--- src/rtl/ttt_pkg.sv ---
// Shared tic-tac-toe definitions: symbols, board size, controller states and winning lines.
package ttt_pkg;

  localparam logic SYM_X = 1'b1;
  localparam logic SYM_O = 1'b0;

  localparam int unsigned N_CELLS = 9;
  localparam int unsigned N_LINES = 8;

  typedef enum logic [2:0] {
    StClear,
    StIdle,
    StCheck,
    StCommit,
    StSettle,
    StGameOver
  } state_e;

  typedef logic [3:0] cell_idx_t;

  // Rows, columns, then the two diagonals (row-major cell indices).
  localparam cell_idx_t LINE_TBL [N_LINES][3] = '{
    '{4'd0, 4'd1, 4'd2},
    '{4'd3, 4'd4, 4'd5},
    '{4'd6, 4'd7, 4'd8},
    '{4'd0, 4'd3, 4'd6},
    '{4'd1, 4'd4, 4'd7},
    '{4'd2, 4'd5, 4'd8},
    '{4'd0, 4'd4, 4'd8},
    '{4'd2, 4'd4, 4'd6}
  };

endpackage

--- src/rtl/ttt_line_check.sv ---
// Combinational three-in-a-row detector over the board cell outputs.
module ttt_line_check
  import ttt_pkg::*;
(
  input  logic [N_CELLS-1:0] i_cell_valid,
  input  logic [N_CELLS-1:0] i_cell_symbol,
  output logic               o_win,
  output logic               o_win_symbol
);

  logic w_hit;
  logic w_hit_symbol;

  always_comb begin
    w_hit        = 1'b0;
    w_hit_symbol = 1'b0;
    for (int l = 0; l < int'(N_LINES); l++) begin
      if (!w_hit &&
          i_cell_valid[LINE_TBL[l][0]] &&
          i_cell_valid[LINE_TBL[l][1]] &&
          i_cell_valid[LINE_TBL[l][2]] &&
          (i_cell_symbol[LINE_TBL[l][0]] == i_cell_symbol[LINE_TBL[l][1]]) &&
          (i_cell_symbol[LINE_TBL[l][1]] == i_cell_symbol[LINE_TBL[l][2]])) begin
        w_hit        = 1'b1;
        w_hit_symbol = i_cell_symbol[LINE_TBL[l][0]];
      end
    end
  end

  assign o_win        = w_hit;
  assign o_win_symbol = w_hit_symbol;

endmodule

--- src/rtl/ttt_move_ctrl.sv ---
// Turn/move controller: validates move requests against cell occupancy, pulses the cell set,
// tracks turn and move count, and detects win/draw after each committed move.
module ttt_move_ctrl
  import ttt_pkg::*;
#(
  parameter logic        FIRST_SYMBOL = 1'b1,
  parameter int unsigned N_CELLS      = 9
) (
  input  logic               i_clk,
  input  logic               i_reset,
  input  logic               i_new_game,
  input  logic               i_move_req,
  input  logic [3:0]         i_move_pos,
  input  logic [N_CELLS-1:0] i_cell_valid,
  input  logic [N_CELLS-1:0] i_cell_symbol,
  output logic               o_ready,
  output logic [N_CELLS-1:0] o_cell_set,
  output logic               o_set_symbol,
  output logic               o_cell_clr,
  output logic               o_move_ack,
  output logic               o_move_err,
  output logic               o_turn,
  output logic [3:0]         o_move_count,
  output logic               o_game_over,
  output logic               o_winner_valid,
  output logic               o_winner_symbol,
  output logic               o_draw
);

  state_e     r_state_q, w_state_d;
  logic [3:0] r_pos_q, w_pos_d;
  logic       r_turn_q, w_turn_d;
  logic [3:0] r_count_q, w_count_d;
  logic       r_win_v_q, w_win_v_d;
  logic       r_win_s_q, w_win_s_d;
  logic       r_draw_q, w_draw_d;

  logic        w_win;
  logic        w_win_symbol;
  logic [15:0] w_valid_ext;
  logic        w_illegal;

  ttt_line_check u_line_check (
    .i_cell_valid  (i_cell_valid),
    .i_cell_symbol (i_cell_symbol),
    .o_win         (w_win),
    .o_win_symbol  (w_win_symbol)
  );

  // Zero-extended so out-of-range positions index safely; they are rejected anyway.
  assign w_valid_ext = {7'd0, i_cell_valid};
  assign w_illegal   = (r_pos_q > 4'd8) || w_valid_ext[r_pos_q];

  always_ff @(posedge i_clk) begin
    if (!i_reset) begin
      r_state_q <= StClear;
      r_pos_q   <= 4'd0;
      r_turn_q  <= FIRST_SYMBOL;
      r_count_q <= 4'd0;
      r_win_v_q <= 1'b0;
      r_win_s_q <= 1'b0;
      r_draw_q  <= 1'b0;
    end else begin
      r_state_q <= w_state_d;
      r_pos_q   <= w_pos_d;
      r_turn_q  <= w_turn_d;
      r_count_q <= w_count_d;
      r_win_v_q <= w_win_v_d;
      r_win_s_q <= w_win_s_d;
      r_draw_q  <= w_draw_d;
    end
  end

  always_comb begin
    w_state_d  = r_state_q;
    w_pos_d    = r_pos_q;
    w_turn_d   = r_turn_q;
    w_count_d  = r_count_q;
    w_win_v_d  = r_win_v_q;
    w_win_s_d  = r_win_s_q;
    w_draw_d   = r_draw_q;
    o_cell_set = '0;
    o_move_ack = 1'b0;
    o_move_err = 1'b0;

    unique case (r_state_q)
      StClear: w_state_d = StIdle;
      StIdle: begin
        if (i_move_req) begin
          w_pos_d   = i_move_pos;
          w_state_d = StCheck;
        end
      end
      StCheck: begin
        if (w_illegal) begin
          o_move_err = 1'b1;
          w_state_d  = StIdle;
        end else begin
          w_state_d = StCommit;
        end
      end
      StCommit: begin
        o_cell_set = N_CELLS'(1) << r_pos_q;
        w_state_d  = StSettle;
      end
      StSettle: begin
        o_move_ack = 1'b1;
        w_count_d  = r_count_q + 4'd1;
        if (w_win) begin
          w_win_v_d = 1'b1;
          w_win_s_d = w_win_symbol;
          w_state_d = StGameOver;
        end else if (r_count_q == 4'd8) begin
          w_draw_d  = 1'b1;
          w_state_d = StGameOver;
        end else begin
          w_turn_d  = ~r_turn_q;
          w_state_d = StIdle;
        end
      end
      StGameOver: w_state_d = StGameOver;
      default:    w_state_d = StClear;
    endcase

    // New game wins over everything, including a pulse due in this very cycle.
    if (i_new_game) begin
      w_state_d  = StClear;
      w_turn_d   = FIRST_SYMBOL;
      w_count_d  = 4'd0;
      w_win_v_d  = 1'b0;
      w_win_s_d  = 1'b0;
      w_draw_d   = 1'b0;
      o_cell_set = '0;
      o_move_ack = 1'b0;
      o_move_err = 1'b0;
    end
  end

  assign o_ready         = (r_state_q == StIdle);
  assign o_cell_clr      = (r_state_q == StClear);
  assign o_game_over     = (r_state_q == StGameOver);
  assign o_set_symbol    = r_turn_q;
  assign o_turn          = r_turn_q;
  assign o_move_count    = r_count_q;
  assign o_winner_valid  = r_win_v_q;
  assign o_winner_symbol = r_win_s_q;
  assign o_draw          = r_draw_q;

endmodule
--- config.mk ---
export PLATFORM = sky130hd
export DESIGN_NAME = ttt_move_ctrl
export DESIGN_NICKNAME = d
export VERILOG_FILES = /design/src/rtl/ttt_pkg.sv /design/src/rtl/ttt_line_check.sv /design/src/rtl/ttt_move_ctrl.sv
export SDC_FILE = /design/constraint.sdc
export NUM_CORES = 1
export LEC_CHECK = 0
export ABC_AREA = 1
export BUFFER_PORTS_ARGS = -buffer_cell sky130_fd_sc_hd__buf_2
export CORE_ASPECT_RATIO = 0.9
export CORE_MARGIN = 5
export CORE_UTILIZATION = 50
export DETAILED_ROUTE_END_ITERATION = 16
export PLACE_DENSITY = 0.92
export SYNTH_ARGS = -nofsm -noshare
export SYNTH_HDL_FRONTEND = slang
export SYNTH_SLANG_ARGS = --single-unit
--- constraint.sdc ---
create_clock -name i_clk -period 3.31 [get_ports i_clk]
set_input_delay 0.331 -clock i_clk [delete_from_list [all_inputs] [get_ports i_clk]]
set_output_delay 0.331 -clock i_clk [all_outputs]
set_load 0.02 [all_outputs]
==> impl_results.md <==
* PD cells at 248 nW/um^2
* Post-Syn Area at 1300 sq um
* CTS sink cnt at 15
* Clock H-tree levels at 1
* Max-cap violations at 0
* Fin crit period at 2090 ps
* Count leader, synth: nand2_1
* Startpoint Class: register
* CTS tree: built
* Starting DRC count in detailed routing at 129
* CP endpoint kind: primary output
* WHS at 316 ps
* Period utilization at 63.3%
* Reg2Reg Setup Slack at 1930 ps
* Synth Flop Type: dfxtp_1
* Worst hold stages at 3
* Peak Freq at 478 MHz
* RSZ-0062 raised after global routing: false
* CP max FO at 6
* Layout cells sized above 1 at 30.0%
* Int Pwr at 265 uW
* Sequential area share after synthesis at 23.1%
* Fraction of registers with async set or reset after synthesis at 0%
* Seq pwr share at 48.2%
* Status: complete, no violations
* Layout Nets at 292
* Clock share of power at 27.2%
* Via/cell ratio at 5.18
* Sequential Area at 300 sq um
* Antenna-violating nets left at 0
* HP Start: i_reset
* Syn_area_per_cell at 6.08 sq um
* Chip width at 63.8 um
* Root Driver: clkbuf_4
* Syn Inst Count at 214
* Clock transition at the registers of the reported paths at 90 ps
* Combinational share of power at 24.6%
* Placer Congestion at 0.894
* Final slew viol count at 0
* Rows at 17
* Setup TNS at 0 ps
* Largest net degree at the start of global routing at 9
* Yosys reg bits at 15
* Actual slew at the worst max-slew pin at 512 ps
* DRC viols at 0
* Yosys top cell by area: dfxtp_1
* Total Power at 392 uW
* Final Setup Violations at 0
* Unique cell type count in the Yosys netlist at 31
* Largest buffer count on any clock path at 2
* Port bufs at 48
* Drt pass-1 iters at 4
* GRT Util Overall at 18.1%
* Postcts setup bufs at 0
* Top-area cell type share of the netlist area at 23.1%
* CTS Hold Bufs at 0
* Rel. slew slack at 65.7%
* First-pass GRT wire length at 5.53 mm
* Maximum vdd ir drop at 338 uV
* Initial antenna violation count at 0
* Synth top cells by count: 45 x nand2_1, 33 x nor2_1, 28 x inv_1
* Reg2reg start: r_pos_q[1]$_SDFFE_PN0P_
* DPL Wire Length at 2.74 mm
* Area of the multi-input gates at 853 sq um
* Num ports at 49
* Clock skew at 2.67 ps
* Number of global-route vias before repair at 1287
* Grt ovf at 0
* Leakage at 0.825 nW
* Core Area at 2470 sq um
* Die Ht at 58.4 um
* Clock Latency Late Sink at 290 ps
* Fill count at 221
* Num CTS Buffers at 3
* Post-cts gate resize count at 0
* Switch Pwr at 127 uW
* ANT cells at 0
* Switching portion of total power at 32.4%
* Yosys Warn Count at 0
* Non-Filler Instances at 291
* Starting density of the core at 52.7%
* Critical path type: reg -> out
* WP data arrival at 1760 ps
* Hold EP: r_pos_q[0]$_SDFFE_PN0P_
* Final hold vios at 0
* Hold/Removal Path Class: in -> reg
* CP required at 2980 ps
* Top post-synthesis cells by area: dfxtp_1 23%, nand2_1 13%, nor2_1 9.5%, nand3_1 9.2%, inv_1 8.1%
* Wirelength per Cell at 11.7 um
* Area growth syn-to-layout at 21.6%
* FF-to-FF End: r_state_q[1]$_SDFFE_PP0P_
* Final WL at 3.41 mm
* DIE AREA at 3720 sq um
* Post-synth EDFFs at 0
* Placed instance count at 287
* R2r worst-path depth at 5
* Via count at 1508
* Syn Nets at 242
==> cells by family after synthesis <==
kind of cell | after synthesis | synth area share, %
buffers and inverters | 37 | 11.3
and+or+nand+nor | 131 | 50.5
adders and majority gates | 2 | 1.92
DFF | 15 | 23.1
AOI/OAI and AO/OA | 29 | 13.2
==> stage by stage <==
| step | setup WS (ps) | util [%] | instance area [sq um] |
|---|---|---|---|
| floorplan | 1480 | - | 1300 |
| global placement | 1690 | 63.1 | 1560 |
| detailed placement | 1570 | 63.1 | 1560 |
| CTS | 1250 | 64.1 | 1580 |
| global route | 1050 | 64.1 | 1580 |
| finish | 1220 | 64.1 | 1580 |
==> metal layers <==
metal | up-vias | routed length [um] | global-route usage (%)
li1 | 787 | - | -
met1 | 668 | 1490 | 23.7
met2 | 51 | 1660 | 29.9
met3 | 2 | 246 | 4.58
met4 | 0 | 13 | 4.75
met5 | - | 0 | 0
==> power by group through the flow <==
| stage | registers, mW | clock network (mW) | logic [mW] |
|---|---|---|---|
| final | 0.189 | 0.107 | 0.0965 |
| after CTS | 0.189 | 0.108 | 0.0954 |
| after detailed placement | 0.193 | 0 | 0.0944 |
| after global placement | 0.193 | 0 | 0.0930 |
| after global routing | 0.190 | 0.115 | 0.109 |
| after floorplan | 0.192 | 0 | 0.0593 |
==> how the worst max path moves through the flow <==
stage / from / to / slack, ps
6_report: r_pos_q[1]$_SDFFE_PN0P_ / o_move_err / 1220
5_1_grt: r_pos_q[0]$_SDFFE_PN0P_ / o_move_err / 1050
4_1_cts: r_pos_q[0]$_SDFFE_PN0P_ / o_move_err / 1250
3_5_place_dp: r_pos_q[0]$_SDFFE_PN0P_ / o_move_err / 1570
3_3_place_gp: r_pos_q[1]$_SDFFE_PN0P_ / o_move_err / 1690
2_1_floorplan: r_pos_q[0]$_SDFFE_PN0P_ / o_move_err / 1480
==> state kept, by name (all words and copies together) (netlist names) <==
register	flops
o_set_symbol	1
o_winner_symbol	1
r_pos_q	4
r_state_q	3
o_draw	1
o_winner_valid	1
o_move_count	4
==> critical path, cell delays in order (launching register included) <==
cell and delay (ps):
dfxtp_1 370, nor2_1 240, nand2_1 80, nand4_1 90, nand2_1 50, nand3_1 70, o21ai_0 150, nor4_1 210
buf_2 210
==> layout by cell type (no fill, tap or decap) <==
cell / count
a21oi_1: 10
a21oi_2: 4
a31oi_1: 1
and3_1: 1
buf_2: 48
clkbuf_1: 1
clkbuf_4: 3
dfxtp_1: 15
ha_1: 2
inv_1: 28
inv_2: 6
nand2_1: 45
nand2_2: 4
nand2_4: 1
nand3_1: 24
nand3_2: 4
nand3b_1: 1
nand4_1: 5
nor2_1: 33
nor2_2: 4
nor2_4: 1
nor2_8: 1
nor3_1: 2
nor3_2: 1
nor3_4: 2
nor3b_1: 1
nor4_1: 1
o211ai_1: 1
o21a_1: 1
o21ai_0: 8
o21ai_1: 2
o21bai_1: 2
==> area by class of cell <==
type                    count  share of cell area [%]
multi-input cells         162                    53.9
flip-flops and latches     15                    19.0
repair buffers             48                    15.2
inverters                  34                    8.06
well taps                  28                    2.21
clock buffers               4                    1.66
Power figures use the tool's default switching activity.
